===== src/rtl/fpadd_pipe.sv =====
// Pipelined IEEE-754 adder/subtractor: align, add, normalise/round, one op per cycle.
// Three valid-tagged register stages with a folded backpressure chain.
module fpadd_pipe #(
    parameter  int EXP_W = 8,
    parameter  int MAN_W = 23,
    localparam int W     = 1 + EXP_W + MAN_W
) (
    input  logic         i_clk,
    input  logic         i_rst,
    input  logic         i_in_valid,
    output logic         o_in_ready,
    input  logic [W-1:0] i_a,
    input  logic [W-1:0] i_b,
    input  logic         i_sub,
    output logic         o_out_valid,
    input  logic         i_out_ready,
    output logic [W-1:0] o_s,
    output logic [2:0]   o_flags
);

    localparam int E   = MAN_W + 4;
    localparam int SW  = $clog2(E);
    localparam int LZW = $clog2(E + 1);
    localparam int XW  = EXP_W + 2;
    localparam int RW  = MAN_W + 2;
    localparam int unsigned SH_MAX = MAN_W + 3;
    localparam logic [EXP_W-1:0] EXP_ONE = EXP_W'(1);
    localparam logic [XW-1:0]    EXP_MAX = {2'b00, {EXP_W{1'b1}}};

    // ---------------------------------------------------------------
    // Stage 1: unpack, classify, swap, align
    // ---------------------------------------------------------------
    logic             w_sa, w_sb;
    logic [EXP_W-1:0] w_ea_raw, w_eb_raw, w_ea, w_eb;
    logic [MAN_W-1:0] w_fa, w_fb;
    logic [MAN_W:0]   w_siga, w_sigb;
    logic             w_a_den, w_b_den, w_a_max, w_b_max;
    logic             w_a_nan, w_b_nan, w_a_inf, w_b_inf, w_a_zero, w_b_zero;
    logic             w_a_big;
    logic [EXP_W-1:0] w_exp_big, w_exp_sml, w_diff;
    logic [E-1:0]     w_sig_big, w_sig_sml, w_mask, w_sig_aln;
    logic [SW-1:0]    w_sh;
    logic             w_invalid, w_inf, w_inf_sign, w_zero_neg, w_sign;

    assign w_sa     = i_a[W-1];
    assign w_sb     = i_b[W-1] ^ i_sub;
    assign w_ea_raw = i_a[W-2:MAN_W];
    assign w_eb_raw = i_b[W-2:MAN_W];
    assign w_fa     = i_a[MAN_W-1:0];
    assign w_fb     = i_b[MAN_W-1:0];

    // Subnormals are treated as exponent 1 with a zero hidden bit.
    assign w_a_den  = (w_ea_raw == '0);
    assign w_b_den  = (w_eb_raw == '0);
    assign w_ea     = w_a_den ? EXP_ONE : w_ea_raw;
    assign w_eb     = w_b_den ? EXP_ONE : w_eb_raw;
    assign w_siga   = {~w_a_den, w_fa};
    assign w_sigb   = {~w_b_den, w_fb};

    assign w_a_max  = &w_ea_raw;
    assign w_b_max  = &w_eb_raw;
    assign w_a_nan  = w_a_max & (|w_fa);
    assign w_b_nan  = w_b_max & (|w_fb);
    assign w_a_inf  = w_a_max & ~(|w_fa);
    assign w_b_inf  = w_b_max & ~(|w_fb);
    assign w_a_zero = w_a_den & ~(|w_fa);
    assign w_b_zero = w_b_den & ~(|w_fb);

    assign w_a_big   = {w_ea, w_siga} >= {w_eb, w_sigb};
    assign w_exp_big = w_a_big ? w_ea : w_eb;
    assign w_exp_sml = w_a_big ? w_eb : w_ea;
    assign w_sig_big = {(w_a_big ? w_siga : w_sigb), 3'b000};
    assign w_sig_sml = {(w_a_big ? w_sigb : w_siga), 3'b000};
    assign w_sign    = w_a_big ? w_sa : w_sb;

    assign w_diff    = w_exp_big - w_exp_sml;
    assign w_sh      = (32'(w_diff) > SH_MAX) ? SW'(SH_MAX) : SW'(w_diff);
    // Every bit pushed below the sticky position is folded into bit 0.
    assign w_mask    = ~({E{1'b1}} << w_sh);
    assign w_sig_aln = (w_sig_sml >> w_sh) | {{(E-1){1'b0}}, |(w_sig_sml & w_mask)};

    assign w_invalid  = w_a_nan | w_b_nan | (w_a_inf & w_b_inf & (w_sa != w_sb));
    assign w_inf      = (w_a_inf | w_b_inf) & ~w_invalid;
    assign w_inf_sign = w_a_inf ? w_sa : w_sb;
    assign w_zero_neg = w_a_zero & w_b_zero & w_sa & w_sb;

    logic             r1_valid, r1_sign, r1_eff_sub;
    logic [EXP_W-1:0] r1_exp;
    logic [E-1:0]     r1_big, r1_small;
    logic             r1_invalid, r1_inf, r1_inf_sign, r1_zero_neg;

    // ---------------------------------------------------------------
    // Stage 2: significand add/subtract
    // ---------------------------------------------------------------
    logic [E:0]       w_sum;

    assign w_sum = r1_eff_sub ? ({1'b0, r1_big} - {1'b0, r1_small})
                              : ({1'b0, r1_big} + {1'b0, r1_small});

    logic             r2_valid, r2_sign;
    logic [EXP_W-1:0] r2_exp;
    logic [E:0]       r2_sum;
    logic             r2_invalid, r2_inf, r2_inf_sign, r2_zero_neg;

    // ---------------------------------------------------------------
    // Stage 3: normalise, round, special-case selection
    // ---------------------------------------------------------------
    logic [E-1:0]     w_sum_lo, w_m;
    logic [LZW-1:0]   w_lzc, w_lsh;
    logic [EXP_W-1:0] w_exp_lim;
    logic [XW-1:0]    w_exp_n, w_exp_f;
    logic             w_up, w_ovf, w_inexact;
    logic [RW-1:0]    w_rnd;
    logic [MAN_W-1:0] w_frac_f;
    logic [W-1:0]     w_s_nxt;
    logic [2:0]       w_flags_nxt;

    assign w_sum_lo = r2_sum[E-1:0];

    always_comb begin
        w_lzc = LZW'(E);
        for (int i = 0; i < E; i++) begin
            if (w_sum_lo[i]) w_lzc = LZW'(E - 1 - i);
        end
    end

    // Left shift may not take the exponent below 1; what remains is subnormal.
    assign w_exp_lim = r2_exp - EXP_ONE;
    assign w_lsh     = (32'(w_lzc) <= 32'(w_exp_lim)) ? w_lzc : LZW'(w_exp_lim);

    assign w_m     = r2_sum[E] ? {r2_sum[E:2], r2_sum[1] | r2_sum[0]} : (w_sum_lo << w_lsh);
    assign w_exp_n = r2_sum[E] ? (XW'(r2_exp) + XW'(1)) : (XW'(r2_exp) - XW'(w_lsh));

    assign w_up      = w_m[2] & (w_m[1] | w_m[0] | w_m[3]);
    assign w_rnd     = {1'b0, w_m[E-1:3]} + RW'(w_up);
    assign w_inexact = |w_m[2:0];

    always_comb begin
        w_exp_f  = '0;
        w_frac_f = w_rnd[MAN_W-1:0];
        if (w_rnd[MAN_W+1]) begin
            w_exp_f  = w_exp_n + XW'(1);
            w_frac_f = '0;
        end else if (w_rnd[MAN_W]) begin
            w_exp_f  = w_exp_n;
        end
    end

    assign w_ovf = (w_exp_f >= EXP_MAX);

    always_comb begin
        w_s_nxt     = {r2_sign, w_exp_f[EXP_W-1:0], w_frac_f};
        w_flags_nxt = {2'b00, w_inexact};
        if (r2_invalid) begin
            w_s_nxt     = {1'b0, {EXP_W{1'b1}}, 1'b1, {(MAN_W-1){1'b0}}};
            w_flags_nxt = 3'b100;
        end else if (r2_inf) begin
            w_s_nxt     = {r2_inf_sign, {EXP_W{1'b1}}, {MAN_W{1'b0}}};
            w_flags_nxt = 3'b000;
        end else if (r2_sum == '0) begin
            w_s_nxt     = {r2_zero_neg, {(W-1){1'b0}}};
            w_flags_nxt = 3'b000;
        end else if (w_ovf) begin
            w_s_nxt     = {r2_sign, {EXP_W{1'b1}}, {MAN_W{1'b0}}};
            w_flags_nxt = 3'b011;
        end
    end

    // ---------------------------------------------------------------
    // Pipeline control and registers
    // ---------------------------------------------------------------
    logic r3_valid;
    logic w_adv1, w_adv2, w_adv3;

    assign w_adv3      = ~r3_valid | i_out_ready;
    assign w_adv2      = ~r2_valid | w_adv3;
    assign w_adv1      = ~r1_valid | w_adv2;
    assign o_in_ready  = ~i_rst & w_adv1;
    assign o_out_valid = r3_valid;

    always_ff @(posedge i_clk or posedge i_rst) begin
        if (i_rst) begin
            r1_valid    <= 1'b0;
            r1_sign     <= 1'b0;
            r1_eff_sub  <= 1'b0;
            r1_exp      <= '0;
            r1_big      <= '0;
            r1_small    <= '0;
            r1_invalid  <= 1'b0;
            r1_inf      <= 1'b0;
            r1_inf_sign <= 1'b0;
            r1_zero_neg <= 1'b0;
        end else if (w_adv1) begin
            r1_valid <= i_in_valid;
            if (i_in_valid) begin
                r1_sign     <= w_sign;
                r1_eff_sub  <= w_sa ^ w_sb;
                r1_exp      <= w_exp_big;
                r1_big      <= w_sig_big;
                r1_small    <= w_sig_aln;
                r1_invalid  <= w_invalid;
                r1_inf      <= w_inf;
                r1_inf_sign <= w_inf_sign;
                r1_zero_neg <= w_zero_neg;
            end
        end
    end

    always_ff @(posedge i_clk or posedge i_rst) begin
        if (i_rst) begin
            r2_valid    <= 1'b0;
            r2_sign     <= 1'b0;
            r2_exp      <= '0;
            r2_sum      <= '0;
            r2_invalid  <= 1'b0;
            r2_inf      <= 1'b0;
            r2_inf_sign <= 1'b0;
            r2_zero_neg <= 1'b0;
        end else if (w_adv2) begin
            r2_valid <= r1_valid;
            if (r1_valid) begin
                r2_sign     <= r1_sign;
                r2_exp      <= r1_exp;
                r2_sum      <= w_sum;
                r2_invalid  <= r1_invalid;
                r2_inf      <= r1_inf;
                r2_inf_sign <= r1_inf_sign;
                r2_zero_neg <= r1_zero_neg;
            end
        end
    end

    always_ff @(posedge i_clk or posedge i_rst) begin
        if (i_rst) begin
            r3_valid <= 1'b0;
            o_s      <= '0;
            o_flags  <= '0;
        end else if (w_adv3) begin
            r3_valid <= r2_valid;
            if (r2_valid) begin
                o_s     <= w_s_nxt;
                o_flags <= w_flags_nxt;
            end
        end
    end

endmodule

===== config.mk =====
export PLATFORM = sky130hd
export DESIGN_NAME = fpadd_pipe
export DESIGN_NICKNAME = d
export VERILOG_FILES = /design/src/rtl/fpadd_pipe.sv
export SDC_FILE = /design/constraint.sdc
export NUM_CORES = 1
export LEC_CHECK = 0
export ABC_AREA = 1
export CORE_MARGIN = 8
export CORE_UTILIZATION = 45
export DETAILED_ROUTE_END_ITERATION = 8
export PLACE_DENSITY = 0.66
export SLEW_MARGIN = 0
export SYNTH_ARGS = -nofsm -noshare
export SYNTH_HDL_FRONTEND = slang
export SYNTH_SLANG_ARGS = --single-unit

===== constraint.sdc =====
create_clock -name i_clk -period 5.8 [get_ports i_clk]
set_input_delay 0.58 -clock i_clk [delete_from_list [all_inputs] [get_ports i_clk]]
set_output_delay 0.58 -clock i_clk [all_outputs]
set_load 0.005 [all_outputs]

# [Word level (Yosys, flattened, before mapping)]
# Index checks and enable logic that the tools add are counted.
[totals] ramBits=0 wordCells=137 mem_bits_ro=0 input_bits=69 memories=0 latch_bits=0 out_inout_bits=37 register_bits=144
[classes] n_reduce_logical=12 mul=0 n_lt_le_gt_ge=4 n_bitwise=37 shift=3 addsub=8 eq_ne=1 div=0 muxes=51
[ops] cell="two-way mux 5 bit" n=28
[ops] cell="two-way mux 32 bit" n=3
[ops] cell="two-way mux 24 bit" n=2
[ops] cell="OR reduction 23 bit" n=2
[ops] cell="greater-or-equal comparator 32 bit" n=1
[ops] cell="two-way mux 8 bit" n=4
[ops] cell="two-way mux 31 bit" n=1
[ops] cell="two-way mux 10 bit" n=3
[ops] cell="adder 27 x 27 -> 28 bit" n=1
[ops] cell="logical NOT 28 bit" n=1
[ops] cell="two-way mux 28 bit" n=1
[ops] cell="subtractor 27 x 27 -> 28 bit" n=1
[ops] cell="bitwise AND 27 bit" n=1
[ops] cell="two-way mux 27 bit" n=1
[ops] cell="inverter 27 bit" n=1
[ops] cell="OR 27 x 1 -> 27 bit" n=1
[ops] cell="OR reduction 27 bit" n=1
[ops] cell="<< shifter 27 x 5 -> 27 bit" n=1
[ops] cell="<< shifter 27 x 5 -> 27 bit (first input constant)" n=1
[ops] cell="right shift 27 x 5 -> 27 bit" n=1
[ops] cell="adder 24 x 1 -> 25 bit" n=1
[ops] cell="two-way mux 23 bit" n=1
[ops] cell="logical NOT 8 bit" n=2
[ops] cell="AND reduction 8 bit" n=2
[ops] cell="18 further kinds" n=54

# [Longest topological paths before layout]
# Gate-level depths: netlist (run 1).
[logic_depth] ltp_word=42 mapped_depth=62 depth_no_buf=60

# [Worst setup path after synthesis (run 1)]
# No wires, ideal clock.
[synth_path] kind="reg-to-reg" start="register r2_sum[0]" end="register o_s[25]" path_stages_with_launch=51 path_buffers=3 period_less_slack_ps=5907 setup_time_ps=113 path_slack_ps=-107 t_required_ps=5687 arrival_ps=5794 cell_sequence="dfrtp_1 nand2_1 nand2_1 nand2_1 nand2_1 nand2_1 nand2_1 nand2_1 nand2_1 nand2_1 nand2_1 nand2_1 nand2_1 nand2_1 nand2_1 nand2_1 nand2_1 nand2_1 (+15 left out) inv_2 buf_6 buf_6 fa_1 inv_1 o21ai_0 ha_1 inv_1 nor3_1 nand2_1 nor2_1 nand3_1 xor2_1 o31ai_4 buf_6 nand4_1 nand2_1 inv_1"
[synth_between] elab_chain_cells=42 word_cells_on_any_way=47 classes_between="add/sub: 3; order compare: 2; shift: 1; mux: 36; bitwise: 4; reduce/logical: 1"
[synth_rtl] item="start: declaration" line_no="102" rtl="logic [E:0] r2_sum;"
[synth_rtl] item="start signal: assignment" line_no="224" rtl="r2_sum <= w_sum;"
[synth_rtl] item="two-way mux 1 bit" line_no="123" rtl="if (w_sum_lo[i]) w_lzc = LZW'(E - 1 - i);"
[synth_rtl] item="two-way mux 5 bit (26 in a row)" line_no="123"
[synth_rtl] item="less-or-equal comparator 5 x 8 -> 1 bit" line_no="129" rtl="assign w_lsh = (32'(w_lzc) <= 32'(w_exp_lim)) ? w_lzc : LZW'(w_exp_lim);"
[synth_rtl] item="two-way mux 5 bit" line_no="129"
[synth_rtl] item="<< shifter 27 x 5 -> 27 bit" line_no="131" rtl="assign w_m = r2_sum[E] ? {r2_sum[E:2], r2_sum[1] | r2_sum[0]} : (w_sum_lo << w_lsh);"
[synth_rtl] item="two-way mux 27 bit" line_no="131"
[synth_rtl] item="OR 1 bit (2 in a row)" line_no="134" rtl="assign w_up = w_m[2] & (w_m[1] | w_m[0] | w_m[3]);"
[synth_rtl] item="bitwise AND 1 bit" line_no="134"
[synth_rtl] item="adder 24 x 1 -> 25 bit" line_no="135" rtl="assign w_rnd = {1'b0, w_m[E-1:3]} + RW'(w_up);"
[synth_rtl] item="two-way mux 10 bit" line_no="144" rtl="end else if (w_rnd[MAN_W]) begin"
[synth_rtl] item="two-way mux 10 bit" line_no="141" rtl="if (w_rnd[MAN_W+1]) begin"
[synth_rtl] item="greater-or-equal comparator 10 x 8 -> 1 bit" line_no="149" rtl="assign w_ovf = (w_exp_f >= EXP_MAX);"
[synth_rtl] item="two-way mux 31 bit" line_no="163" rtl="end else if (w_ovf) begin"
[synth_rtl] item="two-way mux 32 bit *" line_no="160" rtl="end else if (r2_sum == '0) begin"
[synth_rtl] item="two-way mux 32 bit *" line_no="157" rtl="end else if (r2_inf) begin"
[synth_rtl] item="two-way mux 32 bit *" line_no="154" rtl="if (r2_invalid) begin"
[synth_rtl] item="end signal: assignment" line_no="241" rtl="o_s <= w_s_nxt;"
[synth_rtl] item="end: declaration" line_no="17" rtl="output logic [W-1:0] o_s,"
# Every way passes the cells marked *; elsewhere a longest branch is shown, timed or not.
# A chain may end at the register's enable or synchronous reset.

# [Worst setup path after layout (run 1)]
[layout_path] start="register r2_sum[1]" end="register o_s[3]"
[layout_between] elab_chain_cells=41 word_cells_on_any_way=47 classes_between="add/sub: 3; order compare: 2; shift: 1; mux: 36; bitwise: 4; reduce/logical: 1"
[layout_rtl] item="two-way mux 5 bit (26 in a row)" line_no="123"
[layout_rtl] item="less-or-equal comparator 5 x 8 -> 1 bit" line_no="129"
[layout_rtl] item="two-way mux 5 bit" line_no="129"
[layout_rtl] item="<< shifter 27 x 5 -> 27 bit" line_no="131"
[layout_rtl] item="two-way mux 27 bit" line_no="131"
[layout_rtl] item="OR 1 bit (2 in a row)" line_no="134"
[layout_rtl] item="bitwise AND 1 bit" line_no="134"
[layout_rtl] item="adder 24 x 1 -> 25 bit" line_no="135"
[layout_rtl] item="two-way mux 10 bit" line_no="144"
[layout_rtl] item="two-way mux 10 bit" line_no="141"
[layout_rtl] item="greater-or-equal comparator 10 x 8 -> 1 bit" line_no="149"
[layout_rtl] item="two-way mux 31 bit" line_no="163"
[layout_rtl] item="two-way mux 32 bit *" line_no="160"
[layout_rtl] item="two-way mux 32 bit *" line_no="157"
[layout_rtl] item="two-way mux 32 bit *" line_no="154"
# Marked as above.

==> impl_metrics.tcl, run 1 <==
set metrics [dict create \
    clockBufferDepth 2 \
    report.power.total_mw 12.53 \
    path_buf_inv 7 \
    slew-limit-headroom_pct 34.05 \
    outcome "finished with violations" \
    diodes 0 \
    place_inst 3066 \
    yosys_warnings 0 \
    power_per_cell_area_nw_per_um2 626.2 \
    worst_path_most_repeated_cell "nand2_1" \
    synth.ff_latch_count 144 \
    first_global_vias 16440 \
    cap_violations 0 \
    core_um2 32370 \
    critical_path.reg2reg.startpoint "r2_sum[1]" \
    netlist.top_cell.by_area "dfrtp_1" \
    overflow 0 \
    most_frequent_cell_after_synthesis "nand2_1" \
    fin_crit_ps 5833 \
    wirelength_um 55330 \
    maximum_clock_frequency_mhz 171.4 \
    placement.cell_area_um2 18510 \
    grt_start_max_net_pins 98 \
    clock_tree.htree_level_count 4 \
    hold_start "r1_invalid" \
    count_of_vias_placed_by_the_detailed_router 16960 \
    finalWeightedCongestion 0.9903 \
    yosys-top-cells-count "631 x nand2_1, 286 x inv_1, 250 x nand3_1" \
    clock_latency_ps 450 \
    syn_inst 2291 \
    cts-buffers-inserted 17 \
    clock-skew-final_ps 17.07 \
    slew_violations 0 \
    cp_data_required_time_ps 6140 \
    detailedRoute.firstPassIterationCount 6 \
    avgViaCountPerCell 5.411 \
    final_layout_size_suffix_gt1_share_pct 22.73 \
    cell_family_with_most_cp_delay "simple AND/OR/NAND/NOR gates" \
    finalHoldViolations 0 \
    setup_repair_after_global_routing_missed_its_margin "yes" \
    synth-seq-area-share_pct 24.43 \
    first_pass_grt_wire_length_um 86840 \
    endpoint_kind "register" \
    die_y_um 197.1 \
    io_buffers 105 \
    worst_path_largest_cell_delay_ps 390 \
    crit_path_max_fanout 8 \
    synth.cell_area_um2 14750 \
    cts_sinks 144 \
    worstSetupPathType "register to register" \
    arrival_ps 6170 \
    top_level_ports 106 \
    die-area_um2 38830 \
    avg_inst_size_synth_um2 6.438 \
    synth_cell_type_count 68 \
    ant_nets 0 \
    hpwlAfterDp_um 44740 \
    synth_flop_cell "dfrtp_1" \
    min-delay-path-class "register to register" \
    fp-row-count 66 \
    max-vdd-ir-drop_mv 0.3230 \
    timing.hold.ws_ps 479.1 \
    initial_utilization_pct 45.57 \
    fin_area_um2 20010 \
    power.leakage_nw 10.20 \
    share_of_flip_flops_with_an_asynchronous_set_or_reset_after_synthesis_pct 100.0 \
    cp-start-kind "register" \
    stdcell_count 3135 \
    report.final.setup_viol 11 \
    area_delta_synth_final_pct 35.68 \
    synthesized_net_count 2460 \
    synth-edff-count 0 \
    cts_tree "yes" \
    root_buffer "clkbuf_16" \
    grt_use_total_pct 27.92 \
    drtIter0Drc 1209 \
    worst_slew_pin_slew_ps 983.1 \
    avgRoutedWirePerCell_um 17.65 \
    path_clk_slew_ps 70 \
    drc_errors 0 \
    grt_antenna_before_repair 0 \
    synth_top_area_share_pct 24.43 \
    synth.area.top_cells "dfrtp_1 24%, nand2_1 16%, nand3_1 8.5%, ha_1 8.3%, inv_1 7.3%" \
    chipWidth_um 197.1 \
    timing.final.crit_share_pct 100.6 \
    cp-startpoint "r2_sum[1]" \
    fin_nets 2849 \
    cpMaxStageDelayCell "dfrtp_1" \
    failing_checks "negative setup slack" \
    utilization_pct 61.82 \
    setup_slack_ps -33.27 \
]
stage by stage:
step	TNS [ps]	setup WS [ps]
2_1_floorplan	0	1.709
3_3_place_gp	-10360	-295.3
3_5_place_dp	-11530	-273.7
4_1_cts	-6.665	-3.956
5_1_grt	-17470	-574.8
6_report	-182.1	-33.27
what timing repair did:
item	in CTS	in global routing
endpoints found under the setup margin	33	59
resized for setup	27	121
hold buffers	0	0
pin swaps	9	46
gates cloned	0	3
buffers inserted	8	26
registers in the layout (all words and copies together) (netlist names):
signal	count
o_s	32
r2_sum	28
r1_small	27
r1_big	24
r1_exp	8
r2_exp	8
o_flags	3
o_out_valid	1
r1_eff_sub	1
r1_inf	1
r1_inf_sign	1
r1_invalid	1
r1_sign	1
r1_valid	1
r1_zero_neg	1
r2_inf	1
r2_inf_sign	1
r2_invalid	1
r2_sign	1
r2_valid	1
r2_zero_neg	1
worst register-to-register path: cells and delay by family, from the launching register on:
family	cells	cell delay, ps
AND/OR/NAND/NOR	50	3950
buffers and inverters	7	850
adder cells (fa/ha/maj)	1	120
flip-flops	1	390
AO/OA/AOI/OAI	4	420
cell usage in the layout, fill, tap and decap left out, drive strengths merged, types with 7 or more instances in the layout:
master           n
a21oi           97
a31oi            7
buf            366
clkbuf          19
clkdlybuf4s50  105
dfrtp          144
ha              98
inv            305
nand2          649
nand3          281
nand4           55
nor2           140
o211ai          18
o21ai          237
o22ai           22
or2             16
xnor2           10
xor2            39
cell type report:
cell class | count | area [um2]
fillers | 3088 | 12360
multi-input cells | 1746 | 10030
repair buffers | 473 | 4081
flip-flops and latches | 144 | 3603
inverters | 298 | 1126
well taps | 442 | 553.0
clock buffers | 17 | 425.4
clock inverters | 15 | 193.9
final timing paths:
check,end,slack (ps),depth (start not counted)
worst max-delay path,o_s[3],-30,62
worst min-delay path,r2_invalid,480,2
worst max register to register,o_s[3],-30,62
worst min register to register,r2_invalid,480,2
max in group asynchronous,r1_small[10],3870,3
min in group asynchronous,o_flags[2],720,2
logic make-up (layout without fill, tap and decap cells):
| kind of cell | Yosys count | count (layout) | synth area share [%] |
|---|---|---|---|
| and+or+nand+nor | 1158 | 1159 | 35.72 |
| AOI/OAI and AO/OA | 435 | 435 | 17.04 |
| buffers and inverters | 402 | 803 | 11.11 |
| DFF | 144 | 144 | 24.43 |
| adders and majority gates | 100 | 100 | 8.584 |
| xor gates and xnor gates | 49 | 49 | 2.909 |
| muxes | 3 | 3 | 0.2036 |
report_power, final:
part | switching, mW | total (mW) | internal (mW)
Sequential | 0.273 | 1.59 | 1.31
Combinational | 5.44 | 9.78 | 4.34
Clock | 0.509 | 1.17 | 0.657
metal layers:
layer	wire length (um)	global-route usage, %	vias up
li1	-	-	8387
met1	23650	34.19	7884
met2	26530	48.12	564
met3	2673	3.578	129
met4	2470	13.35	0
met5	0	0	-
(Power assumes the default switching activity.)
==> run 2: changes to the inputs <==
HOLD_SLACK_MARGIN = 0.06   (was unset)
==> results of run 2 <==
Final layout, timing and power as in run 1 (identical DEF).
